**src/rtl/svlog_push_crc_fsm.sv**
```systemverilog
// Merges the masked input channels, in ascending channel order, into one frame and can append a CRC-16-CCITT.
// Latency: PUSH beats pass through with zero latency; CRC beats come from a register; done/err come from the state.
// Backpressure: out_ready passes straight to in_ready of the current channel; the CRC beats hold until out_ready is high.
module svlog_push_crc_fsm #(
    parameter int NUM_CH  = 2,
    parameter int DATA_W  = 8,
    parameter int TIMEOUT = 255
) (
    input  logic                     clk,
    input  logic                     rstn,
    input  logic                     start,
    input  logic [NUM_CH-1:0]        ch_mask,
    input  logic                     crc_en,
    input  logic [NUM_CH-1:0]        in_valid,
    input  logic [NUM_CH*DATA_W-1:0] in_data,
    input  logic [NUM_CH-1:0]        in_last,
    output logic [NUM_CH-1:0]        in_ready,
    output logic                     out_valid,
    output logic [DATA_W-1:0]        out_data,
    output logic                     out_last,
    input  logic                     out_ready,
    output logic                     busy,
    output logic                     done,
    output logic                     err
);
    localparam int CH_W  = $clog2(NUM_CH);
    localparam int CNT_W = (TIMEOUT > 0) ? $clog2(TIMEOUT + 1) : 1;
    localparam logic [CNT_W-1:0] TO_VAL = CNT_W'(TIMEOUT);
    localparam bit CRC_TWO = (DATA_W == 8);

    typedef enum logic [2:0] {IDLE, PUSH, CRC, DONE, ERR} state_t;

    state_t              state_q, state_d;
    logic [CH_W-1:0]     cur_q, cur_d;
    logic [NUM_CH-1:0]   mask_q, mask_d;
    logic                crc_en_q, crc_en_d;
    logic [15:0]         crc_q, crc_d;
    logic [CNT_W-1:0]    cnt_q, cnt_d;
    logic                crc_idx_q, crc_idx_d;

    logic [DATA_W-1:0]   ch_dat [NUM_CH];
    logic [CH_W-1:0]     first_ch, nxt_ch;
    logic                has_nxt;
    logic                last_beat;
    logic [31:0]         crc_word;

    for (genvar k = 0; k < NUM_CH; k++) begin : g_unpack
        assign ch_dat[k] = in_data[k*DATA_W +: DATA_W];
    end

    // Bitwise CRC-16-CCITT, MSB first, no reflection.
    function automatic logic [15:0] crc_step(input logic [15:0] c, input logic [DATA_W-1:0] d);
        logic [15:0] r;
        logic        fb;
        r = c;
        for (int i = DATA_W - 1; i >= 0; i--) begin
            fb = r[15] ^ d[i];
            r  = {r[14:0], 1'b0} ^ (fb ? 16'h1021 : 16'h0000);
        end
        return r;
    endfunction

    // Descending scans so the lowest qualifying channel wins.
    always_comb begin
        first_ch = '0;
        nxt_ch   = cur_q;
        has_nxt  = 1'b0;
        for (int k = NUM_CH - 1; k >= 0; k--) begin
            if (ch_mask[k]) begin
                first_ch = CH_W'(k);
            end
            if (mask_q[k] && (k > int'(cur_q))) begin
                nxt_ch  = CH_W'(k);
                has_nxt = 1'b1;
            end
        end
    end

    always_comb begin
        state_d   = state_q;
        cur_d     = cur_q;
        mask_d    = mask_q;
        crc_en_d  = crc_en_q;
        crc_d     = crc_q;
        cnt_d     = cnt_q;
        crc_idx_d = crc_idx_q;
        out_valid = 1'b0;
        out_data  = '0;
        out_last  = 1'b0;
        in_ready  = '0;
        last_beat = 1'b0;
        crc_word  = '0;
        case (state_q)
            IDLE: begin
                if (start) begin
                    mask_d    = ch_mask;
                    crc_en_d  = crc_en;
                    crc_d     = 16'hFFFF;
                    cur_d     = first_ch;
                    cnt_d     = '0;
                    crc_idx_d = 1'b0;
                    if (|ch_mask) begin
                        state_d = PUSH;
                    end else if (crc_en) begin
                        state_d = CRC;
                    end else begin
                        state_d = DONE;
                    end
                end
            end
            PUSH: begin
                out_valid       = in_valid[cur_q];
                out_data        = ch_dat[cur_q];
                in_ready[cur_q] = out_ready;
                out_last        = in_last[cur_q] & ~has_nxt & ~crc_en_q;
                if (out_valid && out_ready) begin
                    crc_d = crc_step(crc_q, out_data);
                    cnt_d = '0;
                    if (in_last[cur_q]) begin
                        if (has_nxt) begin
                            cur_d = nxt_ch;
                        end else if (crc_en_q) begin
                            state_d   = CRC;
                            crc_idx_d = 1'b0;
                        end else begin
                            state_d = DONE;
                        end
                    end
                end else if (TIMEOUT > 0) begin
                    if (cnt_q == TO_VAL) begin
                        state_d = ERR;
                    end else begin
                        cnt_d = cnt_q + 1'b1;
                    end
                end
            end
            CRC: begin
                out_valid = 1'b1;
                if (CRC_TWO) begin
                    crc_word = crc_idx_q ? {24'h0, crc_q[7:0]} : {24'h0, crc_q[15:8]};
                end else begin
                    crc_word = {16'h0, crc_q};
                end
                out_data  = crc_word[DATA_W-1:0];
                last_beat = !CRC_TWO || crc_idx_q;
                out_last  = last_beat;
                if (out_ready) begin
                    cnt_d = '0;
                    if (last_beat) begin
                        state_d = DONE;
                    end else begin
                        crc_idx_d = 1'b1;
                    end
                end else if (TIMEOUT > 0) begin
                    if (cnt_q == TO_VAL) begin
                        state_d = ERR;
                    end else begin
                        cnt_d = cnt_q + 1'b1;
                    end
                end
            end
            DONE:    state_d = IDLE;
            ERR:     state_d = IDLE;
            default: state_d = IDLE;
        endcase
    end

    always_ff @(posedge clk or negedge rstn) begin
        if (!rstn) begin
            state_q   <= IDLE;
            cur_q     <= '0;
            mask_q    <= '0;
            crc_en_q  <= 1'b0;
            crc_q     <= 16'hFFFF;
            cnt_q     <= '0;
            crc_idx_q <= 1'b0;
        end else begin
            state_q   <= state_d;
            cur_q     <= cur_d;
            mask_q    <= mask_d;
            crc_en_q  <= crc_en_d;
            crc_q     <= crc_d;
            cnt_q     <= cnt_d;
            crc_idx_q <= crc_idx_d;
        end
    end

    assign busy = (state_q != IDLE);
    assign done = (state_q == DONE);
    assign err  = (state_q == ERR);

endmodule

```
**config.mk**
```make
export PLATFORM = sky130hd
export DESIGN_NAME = svlog_push_crc_fsm
export DESIGN_NICKNAME = d
export VERILOG_FILES = /design/src/rtl/svlog_push_crc_fsm.sv
export SDC_FILE = /design/constraint.sdc
export NUM_CORES = 1
export LEC_CHECK = 0
export ABC_AREA = 0
export BUFFER_PORTS_ARGS = -buffer_cell sky130_fd_sc_hd__buf_4
export CAP_MARGIN = 20
export CORE_MARGIN = 5
export CORE_UTILIZATION = 50
export DETAILED_ROUTE_END_ITERATION = 10
export PLACE_DENSITY = 0.76
export SKIP_CTS_REPAIR_TIMING = 1
export SKIP_LAST_GASP = 1
export SYNTH_ARGS = -nofsm -noshare
export SYNTH_HDL_FRONTEND = slang
export SYNTH_SLANG_ARGS = --single-unit
```
**constraint.sdc**
```tcl
create_clock -name clk -period 1.5 [get_ports clk]
set_input_delay 0.15 -clock clk [delete_from_list [all_inputs] [get_ports clk]]
set_output_delay 0.15 -clock clk [all_outputs]
set_load 0.01 [all_outputs]
```
* Yosys cells after proc, flatten, opt, wreduce, memory -nomap -nowiden
Index checks and enable logic that the tools add are counted.
** Cells by class
- $lt $le $gt $ge :: 4
- Reduce and logical (&&, ||, !) cells :: 14
- Mux-type cells :: 57
- Add/sub/neg operators :: 1
- Equality and inequality tests :: 16
- Bitwise logic cells :: 22
** Operators with widths (count)
- XOR 16 x 13 -> 16 bit :: 8
- 2-to-1 mux 13 bit :: 8
- 2-to-1 mux 8 bit :: 8
- 2-to-1 mux 16 bit :: 2
- one-hot mux 16 bit (2 select lines) :: 1
- one-hot mux 8 bit (3 select lines) :: 1
- 2-to-1 mux 1 bit :: 21
- 2-to-1 mux 3 bit :: 7
- inequality test 2 bit (second input constant) :: 8
- one-hot mux 8 bit (2 select lines) :: 1
- inequality test 3 bit (second input constant) :: 3
- one-hot mux 3 bit (3 select lines) :: 1
- adder 8 x 1 -> 8 bit (second input constant) :: 1
- == test 8 bit (second input constant) :: 1
- XOR 1 bit :: 8
- AND reduction 7 bit :: 1
- == test 3 x 2 -> 1 bit (second input constant) :: 2
- one-hot mux 1 bit (2 select lines) :: 3
- AND reduction 6 bit :: 1
- nonzero test 3 bit :: 2
- 2-to-1 mux 2 bit :: 2
- AND reduction 2 bit :: 2
- AND reduction 4 bit :: 1
- == test 3 x 1 -> 1 bit (second input constant) :: 1
- other kinds (16) :: 20
** Storage, ports and cells
- Flip-flop bits (word level) :: 32
- Logic and storage cells :: 121
- Input bits :: 27
- Output and inout bits :: 15

* Depth between registers and ports, before layout
- Word-level depth :: 30
- Gate-level depth with buffers :: 7
- Depth with buffers taken out :: 6

* Least setup slack after synthesis
No wires, ideal clock.
- Path type :: register -> register
- From :: register state_q[1]
- To :: register cnt_q[6]
- Period minus slack after synthesis :: 1.582 ns
- Setup time :: 0.078 ns
- Cell stages (with the launch flop) :: 7
- Data arrival time :: 1.504 ns
- Path slack :: -0.082 ns
- Path through :: dfrtp_1 buf_2 nor3b_1 nor2_1 o22ai_1 o21ai_0 a21oi_1
** Between the ends
- Word-level cells in the longest chain between the ends :: 3
- Elaborated cells on any way between the ends :: 7
** Ends and longest elaborated chain
- from (decl) :: RTL line 33 : state_t state_q, state_d;
- from (signal assigned) :: RTL line 178 : state_q <= state_d;
- == test 3 x 2 -> 1 bit (tied with other cells) :: RTL line 93 : case (state_q)
- nonzero test 3 bit (no source line) or inequality test 2 bit (tied branches)
- AND reduction 2 bit (no source line)
- to (signal assigned) :: RTL line 183 : cnt_q <= cnt_d;
- to (decl) :: RTL line 38 : logic [CNT_W-1:0] cnt_q, cnt_d;
Several ways; a longest one is shown, not always the timed one.
A chain may end at the register's enable or synchronous reset.

* Worst setup path after layout
- From :: register cur_q
- To :: register crc_q[12]
** Between the ends
- Word-level cells in the longest chain between the ends :: 16
- Elaborated cells on any way between the ends :: 25
** Ends and longest elaborated chain
- from (decl) :: RTL line 34 : logic [CH_W-1:0] cur_q, cur_d;
- from (signal assigned) :: RTL line 179 : cur_q <= cur_d;
- NOT 1 -> 2 bit (implied by the code) :: RTL line 113 : out_data = ch_dat[cur_q];
- 2-to-1 mux 8 bit (implied by the code) (3 in series) :: RTL line 113
- XOR 1 bit :: RTL line 57 : fb = r[15] ^ d[i];
- 2-to-1 mux 13 bit :: RTL line 58 : r = {r[14:0], 1'b0} ^ (fb ? 16'h1021 : 16'h0000);
- XOR 16 x 13 -> 16 bit (8 in series) :: RTL line 58
- 2-to-1 mux 16 bit :: RTL line 116 : if (out_valid && out_ready) begin
- one-hot mux 16 bit (2 select lines) :: RTL line 93
- to (signal assigned) :: RTL line 182 : crc_q <= crc_d;
- to (decl) :: RTL line 37 : logic [15:0] crc_q, crc_d;
Several ways; a longest one is shown, not always the timed one. The select of a mux whose other input is x is not followed.

==> metrics.md <==
| Metric | Value |
|---|---|
| CP endpoint kind | `flip-flop` |
| Synth Flop Type | `dfstp_2` |
| Tmin final | `between 1.5 and 2 ns` |
| EDFF count, synth | `0` |
| Most common cell after layout, fill and taps aside | `buf_4` |
| Layout cells sized above 1 | `69.55%` |
| Post-layout nets | `339` |
| Starting Density | `between 50% and 60%` |
| Post-route ant nets | `0` |
| Clk sinks | `31` |
| GPL Wtd Cong | `0.8687` |
| Core Util, Final | `around nine tenths` |
| Worst clock skew | `0.01556 ns` |
| Drt pass-1 iters | `5` |
| NetSw | `roughly 3.6 mW` |
| FFs w/ async S/R, synth | `between 90% and 100%` |
| Hold Violations, Final | `0` |
| Combinational Power Share | `71.7%` |
| Ys Warns | `0` |
| Clock buffer count from CTS | `5` |
| Total track usage | `22.05%` |
| Slew @ Worst Pin | `0.4018 ns` |
| Worst-skew pair later-pin latency | `between 0.2 and 0.3 ns` |
| 1st-iter DRT viols | `between 150 and 200` |
| Violated checks | `negative setup slack` |
| Chip height | `74.92 um` |
| Via density | `5.964` |
| First-pass GRT wire length | `9335 um` |
| Status | `finished, violations left` |
| CTS tree | `yes` |
| Largest net degree at the start of global routing | `32` |
| Initial antenna violation count | `0` |
| Synth Register Bits | `31` |
| Row cnt | `23` |
| Post-synthesis sequential area ratio | `37.77%` |
| Max IR drop VDD | `1.250 mV` |
| Max_cap viols | `0` |
| Final setup viols | `45` |
| Unrepaired setup endpoints after global routing | `true` |
| DP Wirelength | `roughly 4200 um` |
| Synth Instances | `209` |
| I/O Buffers | `41` |
| Hold Path Class | `in -> reg` |
| Flop pwr share | `between 10% and 20%` |
| Commonest non-fill, non-tap cells in the layout | `73 x buf_4, 29 x buf_6, 16 x dfstp_2` |
| Pins Over Slew Limit | `0` |
| Crit path kind | `reg -> reg` |
| Internal Power | `slightly below 5 mW` |
| Slew HR | `between 70% and 80%` |
| Overflow left after global routing | `0` |
| Critical Path RT | `1.68 ns` |
| Crit share post-route | `124.3%` |
| Clock Path Buffers | `2` |
| Fmax | `536.5 MHz` |
| Mapped Nets | `237` |
| Synth cell types | `46` |
| Sw frac | `42.58%` |
| CP max FO | `7` |
| H-tree Lvls | `2` |
| Clock power share | `between 8 and 9%` |
| Syn-to-layout area delta | `69.06%` |
| Lkg Pwr | `1.535 nW` |
| Vias | `between 2,000 and 2,500` |
| Clk root buf | `clkbuf_8` |
| ANT cells | `0` |
| PwrDens | `2376 nW/um^2` |
| Worst hold slack | `0.1303 ns` |
| Mapped Avg Cell Area | `10.08 um^2` |
| Drt drc | `0` |
| Crit start category | `flip-flop` |
| Critical path arrival | `just over 2 ns` |
| Clock transition at path regs | `0.08 ns` |
| Die footprint | `approximately 5600 um^2` |
| Vias in the first global route | `1,960` |
| WL final | `8300 um` |
| Top-Level Pins | `42` |
| WL per Instance | `around 23 um` |
| Final worst slack | `-0.3638 ns` |
| Syn Std Cell Area | `2107 um^2` |
| Core Box Area | `4029 um^2` |
| Horizontal die dimension | `74.92 um` |
[metrics by stage]
| step | cell area, um^2 | power (mW) | setup slack, ns | TNS, ns | cells |
|---|---|---|---|---|---|
| finish | 3562 | 8.463 | -0.3638 | -8.967 | 362 |
| global route | 3562 | 8.805 | -0.4030 | -11.26 | 362 |
| CTS | 2980 | 6.815 | -0.3732 | -6.995 | 342 |
| detailed placement | 2889 | 6.092 | -0.1368 | -2.528 | 334 |
| global placement | 2889 | 5.976 | -0.1083 | -1.728 | 334 |
| floorplan | 2198 | 4.401 | -0.08186 | -0.4299 | 209 |
[path summary, 6_finish.rpt]
check / startpoint / end / slack (ns) / cells after the start
worst min register to register: crc_q[11]$_DFFE_PN1P_ / crc_q[11]$_DFFE_PN1P_ / 0.53 / 2
worst max-delay path: cur_q$_DFFE_PN0P_ / crc_q[12]$_DFFE_PN1P_ / -0.36 / 7
worst max register to register: cur_q$_DFFE_PN0P_ / crc_q[12]$_DFFE_PN1P_ / -0.36 / 7
worst min-delay path: crc_en / crc_en_q$_DFFE_PN0P_ / 0.13 / 2
max in group asynchronous: rstn / crc_q[5]$_DFFE_PN1P_ / 0.84 / 2
min in group asynchronous: rstn / crc_idx_q$_DFFE_PN0P_ / 0.32 / 2
[sequential cells by signal, indices dropped and copies added (netlist names)]
| register | cells |
|---|---|
| crc_idx_q | 1 |
| cnt_q | 8 |
| cur_q | 1 |
| crc_q | 16 |
| state_q | 3 |
| crc_en_q | 1 |
| mask_q | 1 |
[Yosys cell counts (all sizes together) (2+ instances only)]
| master | n | area (um^2) |
|---|---|---|
| nand3 | 6 | 30.03 |
| o22a | 5 | 43.79 |
| dfrtp | 15 | 375.4 |
| nand3b | 2 | 15.01 |
| mux2i | 16 | 217.7 |
| xnor2 | 20 | 239.0 |
| and3 | 4 | 25.02 |
| mux2 | 3 | 33.78 |
| nor2 | 26 | 97.59 |
| o21ai | 3 | 15.01 |
| o22ai | 10 | 62.56 |
| nor3b | 4 | 30.03 |
| dfstp | 16 | 420.4 |
| a21oi | 20 | 100.1 |
| buf | 6 | 50.04 |
| a211oi | 2 | 20.02 |
| nor2b | 3 | 18.77 |
| clkbuf | 6 | 22.52 |
| xor2 | 9 | 78.83 |
| nor3 | 3 | 26.28 |
| inv | 2 | 7.510 |
| and2 | 2 | 12.51 |
| nand2b | 2 | 12.51 |
| nand2 | 11 | 41.29 |
[cells by family (layout without fill, tap and decap cells)]
group	Yosys count	after routing	synth area share [%]
adders and majority gates	1	1	0.5937
buffers and inverters	14	117	3.800
muxes	19	19	11.94
AOI/OAI and AO/OA	49	49	15.14
DFF	31	31	37.77
xor gates and xnor gates	29	29	15.08
and+or+nand+nor	66	66	15.68
[power by group through the flow]
stage	clock [mW]	combinational [mW]	sequential, mW
CTS	0.707	4.52	1.59
finish	0.716	6.06	1.68
global placement	0	4.40	1.57
detailed placement	0	4.49	1.60
floorplan	0	2.91	1.50
global route	0.769	6.32	1.71
[per-layer routing]
| layer | part of all wire [%] | vias to the layer above | track usage, % |
|---|---|---|---|
| li1 | - | 948 | - |
| met1 | 42 | 1085 | 30.10 |
| met2 | 50 | 102 | 35.49 |
| met3 | 6.0 | 24 | 4.673 |
| met4 | 2.2 | 0 | 6.126 |
| met5 | 0 | - | 0 |
[critical path: stages, from the launching register on]
cell,delay (ns)
dfrtp_1,0.41
buf_6,0.18
buf_4,0.15
mux2i_4,0.26
xnor2_2,0.11
xnor2_2,0.27
xnor2_1,0.12
a21oi_1,0.23
[final cells by class]
| cell class | count | area [um^2] |
|---|---|---|
| clock buffers | 7 | 86.33 |
| clock inverters | 1 | 5.005 |
| fillers | 169 | 466.7 |
| inverters | 2 | 7.507 |
| multi-input cells | 164 | 1632 |
| flip-flops and latches | 31 | 799.5 |
| well taps | 50 | 62.56 |
| repair buffers | 107 | 969.7 |
No activity file was read; power rests on OpenSTA's default activity.
